$ cat src/rtl/nn_act_pkg.sv
// Shared definitions for the activation datapath.
// act_mode_e is also driven by the layer sequencer, so the encoding is fixed:
//   ACT_RELU=0, ACT_LEAKY=1, ACT_CLIP=2, ACT_PASS=3.
package nn_act_pkg;

  typedef enum logic [1:0] {
    ACT_RELU  = 2'd0,
    ACT_LEAKY = 2'd1,
    ACT_CLIP  = 2'd2,
    ACT_PASS  = 2'd3
  } act_mode_e;

  // Default geometry of the activation stage.
  localparam int ACT_DIM_DEF        = 4;
  localparam int ACT_WIDTH_DEF      = 16;
  localparam int ACT_LEAK_SHIFT_DEF = 3;
  localparam int ACT_CNT_W_DEF      = 32;

endpackage

$ cat src/rtl/act_lane.sv
// act_lane: combinational activation of one signed fixed-point element.
// Ports:
//   x      in  WIDTH  signed input element
//   mode   in  2      activation mode (act_mode_e)
//   clip   in  WIDTH  signed ceiling used by ACT_CLIP (negative ceiling acts as 0)
//   y      out WIDTH  activated element, never wider than the input
//   is_neg out 1      input element was negative
module act_lane
  import nn_act_pkg::*;
#(
  parameter int WIDTH      = 16,
  parameter int LEAK_SHIFT = 3
) (
  input  logic signed [WIDTH-1:0] x,
  input  act_mode_e               mode,
  input  logic signed [WIDTH-1:0] clip,
  output logic signed [WIDTH-1:0] y,
  output logic                    is_neg
);

  logic signed [WIDTH-1:0] ceiling;

  always_comb begin
    ceiling = clip[WIDTH-1] ? '0 : clip;
    is_neg  = x[WIDTH-1];
    y       = x;
    case (mode)
      ACT_RELU: begin
        if (is_neg) y = '0;
      end
      ACT_LEAKY: begin
        // Arithmetic shift floors toward -inf, so -1 stays -1 and the
        // most-negative value still fits in WIDTH bits.
        if (is_neg) y = x >>> LEAK_SHIFT;
      end
      ACT_CLIP: begin
        if (is_neg)           y = '0;
        else if (x > ceiling) y = ceiling;
      end
      default: y = x;
    endcase
  end

endmodule

$ cat src/rtl/act_stream_unit.sv
// act_stream_unit: two-stage pipelined, lane-parallel activation with
// valid/ready flow control and a saturating negative-element counter.
// Ports:
//   clk, rst_n          clock and asynchronous active-low reset
//   in_valid/in_ready   input handshake; in_ready is independent of in_valid
//   in_vec              DIM signed lanes, lane i at [i*WIDTH +: WIDTH]
//   in_mode, in_clip    per-beat activation mode and clip ceiling
//   out_valid/out_ready output handshake
//   out_vec             activated lanes, held stable while stalled
//   stat_clr            synchronous clear of stat_neg_cnt (wins over increment)
//   stat_neg_cnt        saturating count of negative lanes in delivered beats
module act_stream_unit
  import nn_act_pkg::*;
#(
  parameter int DIM        = ACT_DIM_DEF,
  parameter int WIDTH      = ACT_WIDTH_DEF,
  parameter int LEAK_SHIFT = ACT_LEAK_SHIFT_DEF,
  parameter int CNT_W      = ACT_CNT_W_DEF
) (
  input  logic                 clk,
  input  logic                 rst_n,
  input  logic                 in_valid,
  output logic                 in_ready,
  input  logic [DIM*WIDTH-1:0] in_vec,
  input  act_mode_e            in_mode,
  input  logic [WIDTH-1:0]     in_clip,
  output logic                 out_valid,
  input  logic                 out_ready,
  output logic [DIM*WIDTH-1:0] out_vec,
  input  logic                 stat_clr,
  output logic [CNT_W-1:0]     stat_neg_cnt
);

  localparam int PW = $clog2(DIM + 1);

  // Stage 1: raw beat
  logic                 s1_valid;
  logic [DIM*WIDTH-1:0] s1_vec;
  act_mode_e            s1_mode;
  logic [WIDTH-1:0]     s1_clip;

  // Stage 2: activated beat plus its negative-lane count
  logic                 s2_valid;
  logic [DIM*WIDTH-1:0] s2_vec;
  logic [PW-1:0]        s2_negs;

  logic                 s1_load;
  logic                 s2_load;
  logic                 deliver;

  logic [DIM*WIDTH-1:0] lane_y;
  logic [DIM-1:0]       lane_neg;
  logic [PW-1:0]        neg_pop;
  logic [CNT_W:0]       cnt_sum;
  logic [CNT_W-1:0]     cnt_sat;

  // A stage loads when it is empty or its occupant leaves this cycle.
  assign s2_load   = !s2_valid || out_ready;
  assign s1_load   = !s1_valid || s2_load;
  assign in_ready  = s1_load;
  assign deliver   = s2_valid && out_ready;
  assign out_valid = s2_valid;
  assign out_vec   = s2_vec;

  always_ff @(posedge clk or negedge rst_n) begin
    if (!rst_n) begin
      s1_valid <= 1'b0;
      s1_vec   <= '0;
      s1_mode  <= ACT_RELU;
      s1_clip  <= '0;
    end else if (s1_load) begin
      s1_valid <= in_valid;
      if (in_valid) begin
        s1_vec  <= in_vec;
        s1_mode <= in_mode;
        s1_clip <= in_clip;
      end
    end
  end

  generate
    for (genvar gi = 0; gi < DIM; gi++) begin : g_lane
      act_lane #(
        .WIDTH      (WIDTH),
        .LEAK_SHIFT (LEAK_SHIFT)
      ) u_lane (
        .x      (s1_vec[gi*WIDTH +: WIDTH]),
        .mode   (s1_mode),
        .clip   (s1_clip),
        .y      (lane_y[gi*WIDTH +: WIDTH]),
        .is_neg (lane_neg[gi])
      );
    end
  endgenerate

  always_comb begin
    neg_pop = '0;
    for (int i = 0; i < DIM; i++) begin
      neg_pop = neg_pop + PW'(lane_neg[i]);
    end
  end

  always_ff @(posedge clk or negedge rst_n) begin
    if (!rst_n) begin
      s2_valid <= 1'b0;
      s2_vec   <= '0;
      s2_negs  <= '0;
    end else if (s2_load) begin
      s2_valid <= s1_valid;
      if (s1_valid) begin
        s2_vec  <= lane_y;
        s2_negs <= neg_pop;
      end
    end
  end

  // One extra carry bit detects overflow; saturate instead of wrapping.
  always_comb begin
    cnt_sum = {1'b0, stat_neg_cnt} + (CNT_W+1)'(s2_negs);
    cnt_sat = cnt_sum[CNT_W] ? '1 : cnt_sum[CNT_W-1:0];
  end

  always_ff @(posedge clk or negedge rst_n) begin
    if (!rst_n) begin
      stat_neg_cnt <= '0;
    end else if (stat_clr) begin
      stat_neg_cnt <= '0;
    end else if (deliver) begin
      stat_neg_cnt <= cnt_sat;
    end
  end

endmodule

$ cat config.mk
export PLATFORM = sky130hd
export DESIGN_NAME = act_stream_unit
export DESIGN_NICKNAME = d
export VERILOG_FILES = /design/src/rtl/nn_act_pkg.sv /design/src/rtl/act_lane.sv /design/src/rtl/act_stream_unit.sv
export SDC_FILE = /design/constraint.sdc
export NUM_CORES = 1
export LEC_CHECK = 0
export CORE_MARGIN = 4
export CORE_UTILIZATION = 42
export DETAILED_ROUTE_END_ITERATION = 16
export DONT_BUFFER_PORTS = 1
export PLACE_DENSITY = 0.65
export SLEW_MARGIN = 5
export SYNTH_ARGS = -nofsm -noshare
export SYNTH_HDL_FRONTEND = slang
export SYNTH_SLANG_ARGS = --single-unit
$ cat constraint.sdc
create_clock -name clk -period 5.4 [get_ports clk]
set_input_delay 1.62 -clock clk [delete_from_list [all_inputs] [get_ports clk]]
set_output_delay 1.62 -clock clk [all_outputs]
set_load 0.01 [all_outputs]
### Yosys cells after proc, flatten, opt, wreduce, memory -nomap -nowiden

Index checks and enable logic that the tools add are counted.
W data, S select, Z words.

* output and inout bits: 98
* flip-flop bits (word level): 183
* bits of input ports: 87

* $lt $le $gt $ge: 4
* equal/unequal tests: 2
* reduce and logical (&&, ||, !) cells: 9
* $add $sub $neg: 4
* muxes and demuxes: 24

Operators by type and width (count)
* $mux W16: 12
* $pmux W16 S3: 4
* $mux W32: 3
* $mux W15: 5
* $gt A16 B16 Y1: 4
* $add A32 B3 Y33: 1
* $reduce_and A2 Y1: 2
* $add A2 B1 Y3: 1
* $add A3 B1 Y3: 1
* $add A1 B1 Y2: 1
* $eq A2 B1 Y1 const B: 1
* $eq A2 B2 Y1 const B: 1
* $logic_not A1 Y1: 2
* $logic_not A2 Y1: 1
* $logic_or A1 B1 Y1: 2
* $reduce_bool A2 Y1: 1
* $logic_and A1 B1 Y1: 1

### Depth between registers and ports, before layout

Gate-level depths: netlist (run 1).

* word-level depth: 5
* depth in mapped cells: 11
* depth with buffers taken out: 9

### Hierarchy

From an unflattened synthesis (run 1), not the netlist that was laid out.

* cells, all modules: 1269
* area total of the unflattened synthesis: 12565.8 um^2

Modules (own cells, without submodules)
* act_stream_unit: cells an instance 529, seq. area each 4579.4 um^2, area each 7541.0 um^2, times used 1
* act_lane: cells an instance 185, seq. area each 0.0 um^2, area each 1256.2 um^2, times used 4

### Worst setup path after synthesis (run 1)

OpenSTA, ideal clock, no wires.

* path type: input-to-output
* start: input out_ready
* end: output in_ready
* arrival: 1.834 ns
* data required time: 3.780 ns
* buffers on the path: 0
* stages: 1
* path slack: 1.946 ns
* cell sequence: nand3b_1

* word-level cells in the longest chain between the ends: 2

RTL lines
* start: declaration: line act_stream_unit.sv:28 `input logic out_ready,`
* $logic_or A1 B1 Y1: line act_stream_unit.sv:58 `assign s2_load = !s2_valid || out_ready;`
* $logic_or A1 B1 Y1: line act_stream_unit.sv:59 `assign s1_load = !s1_valid || s2_load;`
* end: declaration: line act_stream_unit.sv:23 `output logic in_ready,`

No other way between the ends.

### Final worst setup path (run 1)

* start: register s1_clip[15]
* end: register s2_vec[61] (netlist: out_vec[61])

* word-level cells in the longest chain between the ends: 5

RTL lines
* start: declaration: line act_stream_unit.sv:40 `logic [WIDTH-1:0] s1_clip;`
* start signal: assignment: line act_stream_unit.sv:76 `s1_clip <= in_clip;`
* $mux W15 *: line act_lane.sv:24 `ceiling = clip[WIDTH-1] ? '0 : clip;`
* $gt A16 B16 Y1: line act_lane.sv:38 `else if (x > ceiling) y = ceiling;`
* $mux W16 *: line act_lane.sv:38
* $mux W16 *: line act_lane.sv:37 `if (is_neg) y = '0;`
* $pmux W16 S3 *: line act_lane.sv:27 `case (mode)`
* end signal: assignment: line act_stream_unit.sv:111 `s2_vec <= lane_y;`
* end: declaration: line act_stream_unit.sv:44 `logic [DIM*WIDTH-1:0] s2_vec;`

Mark *: on every way between the ends. The rest lies on a longest branch, timed or not.
A chain may end at the register's enable or synchronous reset.

==> flow_summary.json, run 1 <==
{
  "outcome": "completed",
  "fin_hold_ws_ns": 0.478,
  "fp-row-count": 58,
  "area_growth_pct": 7.79,
  "hold_start": "s2_negs[2]",
  "fin_ws_ns": 1.44,
  "seq_area_frac_synth": 0.417,
  "n_fill_cell": 2324,
  "clk_latency_ns": 0.44,
  "antenna_cells": 0,
  "synthSimpleGateAreaFrac": 0.145,
  "grt_pass1_vias": 8498,
  "worst_slew_pin_slew_ns": 1.12,
  "yosys.area_share.adder": 0.0777,
  "post-route-drc-count": 0,
  "clock.fmax_mhz": 253,
  "initial_core_util": 0.431,
  "drt-total-wl_um": 33400,
  "final_antenna_net_count": 0,
  "stdcell_count": 1391,
  "layout_commonest_cell": "dfrtp_1",
  "grt_pass1_wl_um": 51300,
  "dpl_worst_slack_ns": 1.46,
  "cts_resized": 0,
  "drt_iter0_drc": 879,
  "power_switching_mw": 1.68,
  "post-cts-setup-buffers": 0,
  "htreeDepth": 4,
  "fin_crit_ns": 3.96,
  "synth-async-reset-ratio": 1.00,
  "root_buffer": "clkbuf_16",
  "post_drt_wl_per_cell_um": 24.0,
  "place.gp.congestion": 0.929,
  "fin_skew_ns": 0.0134,
  "synth_cells": 1078,
  "p_leak_nw": 4.91,
  "ir_drop_mv": 0.221,
  "worstHoldPathType": "register to register",
  "hold_depth": 2,
  "fp.dieW_um": 170,
  "p_int_mw": 2.81,
  "worst_r2r_path_depth": 9,
  "worstPathArrival_ns": 4.27,
  "die_area_um2": 28800,
  "synthXorXnorAreaFrac": 0.000797,
  "synth_compound_area_frac": 0.195,
  "dp_hpwl_um": 23400,
  "synth-edff-count": 0,
  "dr_total_vias": 8911,
  "max_slew_margin": 0.248,
  "rsz0062_at_grt": "no",
  "fin_nets": 1203,
  "synth_area_per_cell_um2": 10.2,
  "path_clk_slew_ns": 0.07,
  "holdBufCountCts": 0,
  "antenna_found_initial": 0,
  "synthDistinctLibCells": 67,
  "cts_made_buffers": 17,
  "crit_path_start": "s1_clip[15]",
  "slowest_delay_ns": 0.83,
  "grtUsageTotal": 0.227,
  "core_um2": 25500,
  "reg2reg_to": "out_vec[61]",
  "path_class": "register to register",
  "crit_fanout": 21,
  "drv_cap": 0,
  "tritoncts": "built",
  "synth_fp_nets": 1232,
  "powerDensity_nw_per_um2": 380,
  "via_per_inst": 6.41,
  "slew_viol_final": 0,
  "grt_overflow_total": 0,
  "power.total_mw": 4.49,
  "rrSetupSlack_ns": 1.44,
  "p_clk_frac": 0.283,
  "placed_cell_area_um2": 11300,
  "synth_flop_cell": "dfrtp_1",
  "place_inst": 1360,
  "die_y_um": 170,
  "fin_crit_sh": 0.733,
  "fin_util": 0.465,
  "cts.sinks": 183,
  "worstReg2RegStart": "s1_clip[15]",
  "ff_latch_area_um2": 4580,
  "port_buffers": 0,
  "synth_top_family_by_area": "compound AO/OA/AOI/OAI gates",
  "synth_warnings": 0,
  "dr.pass1.iters": 5,
  "grt_max_degree": 184,
  "crit_buf_inv": 1,
  "switching_share": 0.375,
  "pwr-share-comb": 0.271,
  "required_ns": 5.72,
  "final-setup-viol-count": 0,
  "stdcell_area_um2": 11800,
  "layout_common_cells": "dfrtp_1 (183), nor2_1 (102), mux2_2 (82), ha_1 (65), a21oi_1 (53)",
  "start_kind": "register",
  "num_io_pins": 185,
  "cp-end-kind": "register",
  "power_frac_seq": 0.446,
  "cp_top_family": "compound AO/OA/AOI/OAI gates",
  "slowest_stage": "o31a_1",
  "finalHoldViolCount": 0,
  "multi_input_area_um2": 5990,
  "cts_max_path_buffers": 2,
  "worstHoldEndpoint": "s2_negs[2]",
  "drive_gt1_frac": 0.153,
  "setup_tns_ns": 0,
  "syn_area_um2": 11000,
  "synth-seq-cells": 183,
  "synth.area.mux_share": 0.126,
  "worstPathCellList": "nor2b_1, inv_1, ha_1, nand4_1, nor3_1, a21boi_0, o31a_1, nor3_1, a211o_1",
  "crit_top_cell": "nor3_1"
}
cells in the mapped netlist, types with 28 or more instances:
cell type / number / area, um2
nor2_1: 102 / 383
clkbuf_1: 53 / 199
nand2_1: 54 / 203
mux2i_1: 46 / 460
nor3_1: 28 / 140
a21oi_1: 53 / 265
a221oi_1: 44 / 385
o22ai_1: 45 / 282
ha_1: 65 / 813
a22o_1: 37 / 324
mux2_2: 82 / 923
dfrtp_1: 183 / 4580
inv_1: 33 / 124
worst register-to-register path, cell delays in order (launching register included):
cell      delay (ns)
dfrtp_1         0.54
nor2b_1         0.79
inv_1           0.33
ha_1            0.39
nand4_1         0.11
nor3_1          0.19
a21boi_0        0.20
o31a_1          0.83
nor3_1          0.16
a211o_1         0.31
power groups by stage:
stage	sequential [mW]	clock, mW	combinational [mW]
final	2.00	1.27	1.22
after global routing	2.04	1.35	1.35
after CTS	2.01	1.29	1.21
after detailed placement	2.03	0	1.20
after global placement	2.03	0	1.18
after floorplan	1.85	0	0.983
per-layer routing:
layer	track usage	part of all wire	vias up
met4	0.0760	0.029	0
met2	0.351	0.45	377
met1	0.300	0.42	4434
li1	-	-	4040
met5	0	0	-
met3	0.0771	0.094	60
logic make-up after synthesis:
family,after synthesis
mux,128
compound gates,292
xor+xnor,1
flops,183
buf+inv,100
fa+ha+maj,67
simple gates,307
worst max path at each step:
stage	end	slack, ns	cells past startpoint
3_3_place_gp	out_vec[60]	1.52	9
6_report	out_vec[61]	1.44	9
5_1_grt	out_vec[61]	1.25	9
2_1_floorplan	in_ready	1.95	1
3_5_place_dp	out_vec[61]	1.46	9
4_1_cts	out_vec[61]	1.47	9
area by class of cell:
| type | instances | area share |
|---|---|---|
| clock buffers | 17 | 0.0359 |
| inverters | 33 | 0.0105 |
| well taps | 330 | 0.0349 |
| multi-input cells | 795 | 0.506 |
| flip-flops and latches | 183 | 0.387 |
| repair buffers | 19 | 0.0120 |
| clock inverters | 14 | 0.0138 |
sequential cells by signal, summed over array words and instances (netlist names):
| signal | flops |
|---|---|
| out_vec | 64 |
| s1_vec | 64 |
| stat_neg_cnt | 32 |
| s1_clip | 16 |
| s2_negs | 3 |
| s1_mode | 2 |
| out_valid | 1 |
| s1_valid | 1 |
Power figures use the tool's default switching activity.
==> run 2: changes to the inputs <==
--- a/config.mk
+++ b/config.mk
@@ -9,7 +9,7 @@
 export CORE_UTILIZATION = 42
 export DETAILED_ROUTE_END_ITERATION = 16
 export DONT_BUFFER_PORTS = 1
-export PLACE_DENSITY = 0.65
+export PLACE_DENSITY = 0.68
 export SLEW_MARGIN = 5
 export SYNTH_ARGS = -nofsm -noshare
 export SYNTH_HDL_FRONTEND = slang
==> constraint.sdc (replaced) <==
create_clock -name clk -period 3.4 [get_ports clk]
set_input_delay 1.02 -clock clk [delete_from_list [all_inputs] [get_ports clk]]
set_output_delay 1.02 -clock clk [all_outputs]
set_load 0.01 [all_outputs]
==> run 2 against run 1 <==
Effect of this change: die area unchanged; clock power increased by 53%; wire length decreased by 1.8%; critical path depth unchanged; core utilization increased by 0.61 points; sequential power increased by 57%; cell count increased by 1.4%; flip-flop and latch count unchanged; global-route usage decreased by 0.42 points; critical path type unchanged.
==> flow_summary.json, run 2 (synthesis gave the netlist of run 1 again) <==
{
  "outcome": "completed",
  "grt_pass1_wl_um": 50500,
  "grt_max_degree": 184,
  "setup_tns_ns": 0,
  "finalHoldViolCount": 0,
  "area_growth_pct": 9.22,
  "die_area_um2": 28800,
  "cts.sinks": 183,
  "slew_viol_final": 0,
  "core_um2": 25500,
  "path_class": "register to register",
  "grtUsageTotal": 0.223,
  "use_met1": 0.303,
  "num_io_pins": 185,
  "required_ns": 3.71,
  "port_buffers": 0,
  "layout_common_cells": "dfrtp_1 (183), nor2_1 (102), mux2_2 (82), ha_1 (65), a21oi_1 (53)",
  "placed_cell_area_um2": 11400,
  "final_antenna_net_count": 0,
  "fp.dieW_um": 170,
  "cp-end-kind": "register",
  "place_inst": 1377,
  "tritoncts": "built",
  "drt-total-wl_um": 32800,
  "cts_max_path_buffers": 2,
  "htreeDepth": 4,
  "dr_total_vias": 8969,
  "cts_resized": 0,
  "worstReg2RegStart": "s1_clip[15]",
  "fin_util": 0.471,
  "fin_nets": 1222,
  "max_slew_margin": 0.259,
  "powerDensity_nw_per_um2": 594,
  "p_leak_nw": 5.00,
  "drv_cap": 0,
  "cts_made_buffers": 17,
  "holdBufCountCts": 0,
  "stdcell_area_um2": 12000,
  "ir_drop_mv": 0.341,
  "die_y_um": 170,
  "grt_pass1_vias": 8535,
  "worstPathCellList": "nand2b_1, ha_1, nand4b_4, nor4_2, o21ai_0, a31oi_4, buf_4, mux2i_1, o22ai_1",
  "clock.fmax_mhz": 315,
  "dp_hpwl_um": 23400,
  "stdcell_count": 1411,
  "final-setup-viol-count": 0,
  "fin_crit_sh": 0.933,
  "clk_latency_ns": 0.44,
  "worstHoldPathType": "primary input to async pin",
  "via_per_inst": 6.36,
  "start_kind": "register",
  "place.gp.congestion": 0.899,
  "grt.busiest_layer": "met2",
  "post-route-drc-count": 0,
  "fp-row-count": 58,
  "worstPathArrival_ns": 3.49,
  "grt_use_met2": 0.343,
  "fin_crit_ns": 3.17,
  "use_met3": 0.0722,
  "root_buffer": "clkbuf_16",
  "slowest_delay_ns": 0.55,
  "worst_slew_pin_slew_ns": 1.11,
  "post-cts-setup-buffers": 0,
  "grt_overflow_total": 0,
  "rrSetupSlack_ns": 0.23,
  "layout_commonest_cell": "dfrtp_1",
  "power.total_mw": 7.12,
  "post_drt_wl_per_cell_um": 23.2,
  "crit_fanout": 16,
  "rsz0062_at_grt": "no",
  "worst_r2r_path_depth": 9,
  "antenna_cells": 0,
  "drt_iter0_drc": 1060,
  "antenna_found_initial": 2,
  "reg2reg_to": "out_vec[26]",
  "dr.pass1.iters": 6,
  "path_clk_slew_ns": 0.08,
  "fin_skew_ns": 0.0143,
  "slowest_stage": "dfrtp_1",
  "drive_gt1_frac": 0.167,
  "initial_core_util": 0.431
}
## run 2: power by group
group	switching (mW)	total, mW	leakage [nW]	internal, mW
combinational	1.10	2.03	2.53	0.926
sequential	0.603	3.15	2.21	2.55
clock	0.969	1.94	0.273	0.972
total	2.67	7.12	5.00	4.45
## run 2: worst max path at each step
stage	cells after the start	slack, ns	start	to
detailed placement	8	0.26	s1_clip[15]	out_vec[13]
global route	9	0.05	s1_clip[15]	out_vec[16]
finish	9	0.23	s1_clip[15]	out_vec[26]
floorplan	11	0.62	s1_clip[15]	out_vec[36]
global placement	8	0.35	s1_clip[15]	out_vec[12]
CTS	8	0.24	s1_clip[15]	out_vec[13]
## run 2: routing by layer
layer,share of wire,vias up
met5,0.00082,-
met4,0.023,4
met3,0.094,56
met2,0.45,402
met1,0.43,4432
li1,-,4075
## run 2: metrics by stage
stage	worst slack, ns	hold slack [ns]
after floorplan	0.617	0.450
after CTS	0.243	0.253
after detailed placement	0.264	0.477
after global placement	0.348	0.468
final	0.226	0.258
after global routing	0.0504	0.245
## run 2: layout make-up
class                   count  area, um2
repair buffers             38        323
fillers                  2394      13500
clock buffers              18        429
clock inverters            14        136
flip-flops and latches    183       4580
well taps                 330        413
inverters                  33        124
multi-input cells         795       5990
## run 2: critical path: cells and delay by family (launching register included)
| family | cells | cell delay (ns) |
|---|---|---|
| AO/OA/AOI/OAI | 3 | 0.69 |
| adder cells (fa/ha/maj) | 1 | 0.44 |
| buffers and inverters | 1 | 0.25 |
| flip-flops | 1 | 0.55 |
| multiplexers | 1 | 0.21 |
| AND/OR/NAND/NOR | 3 | 0.91 |
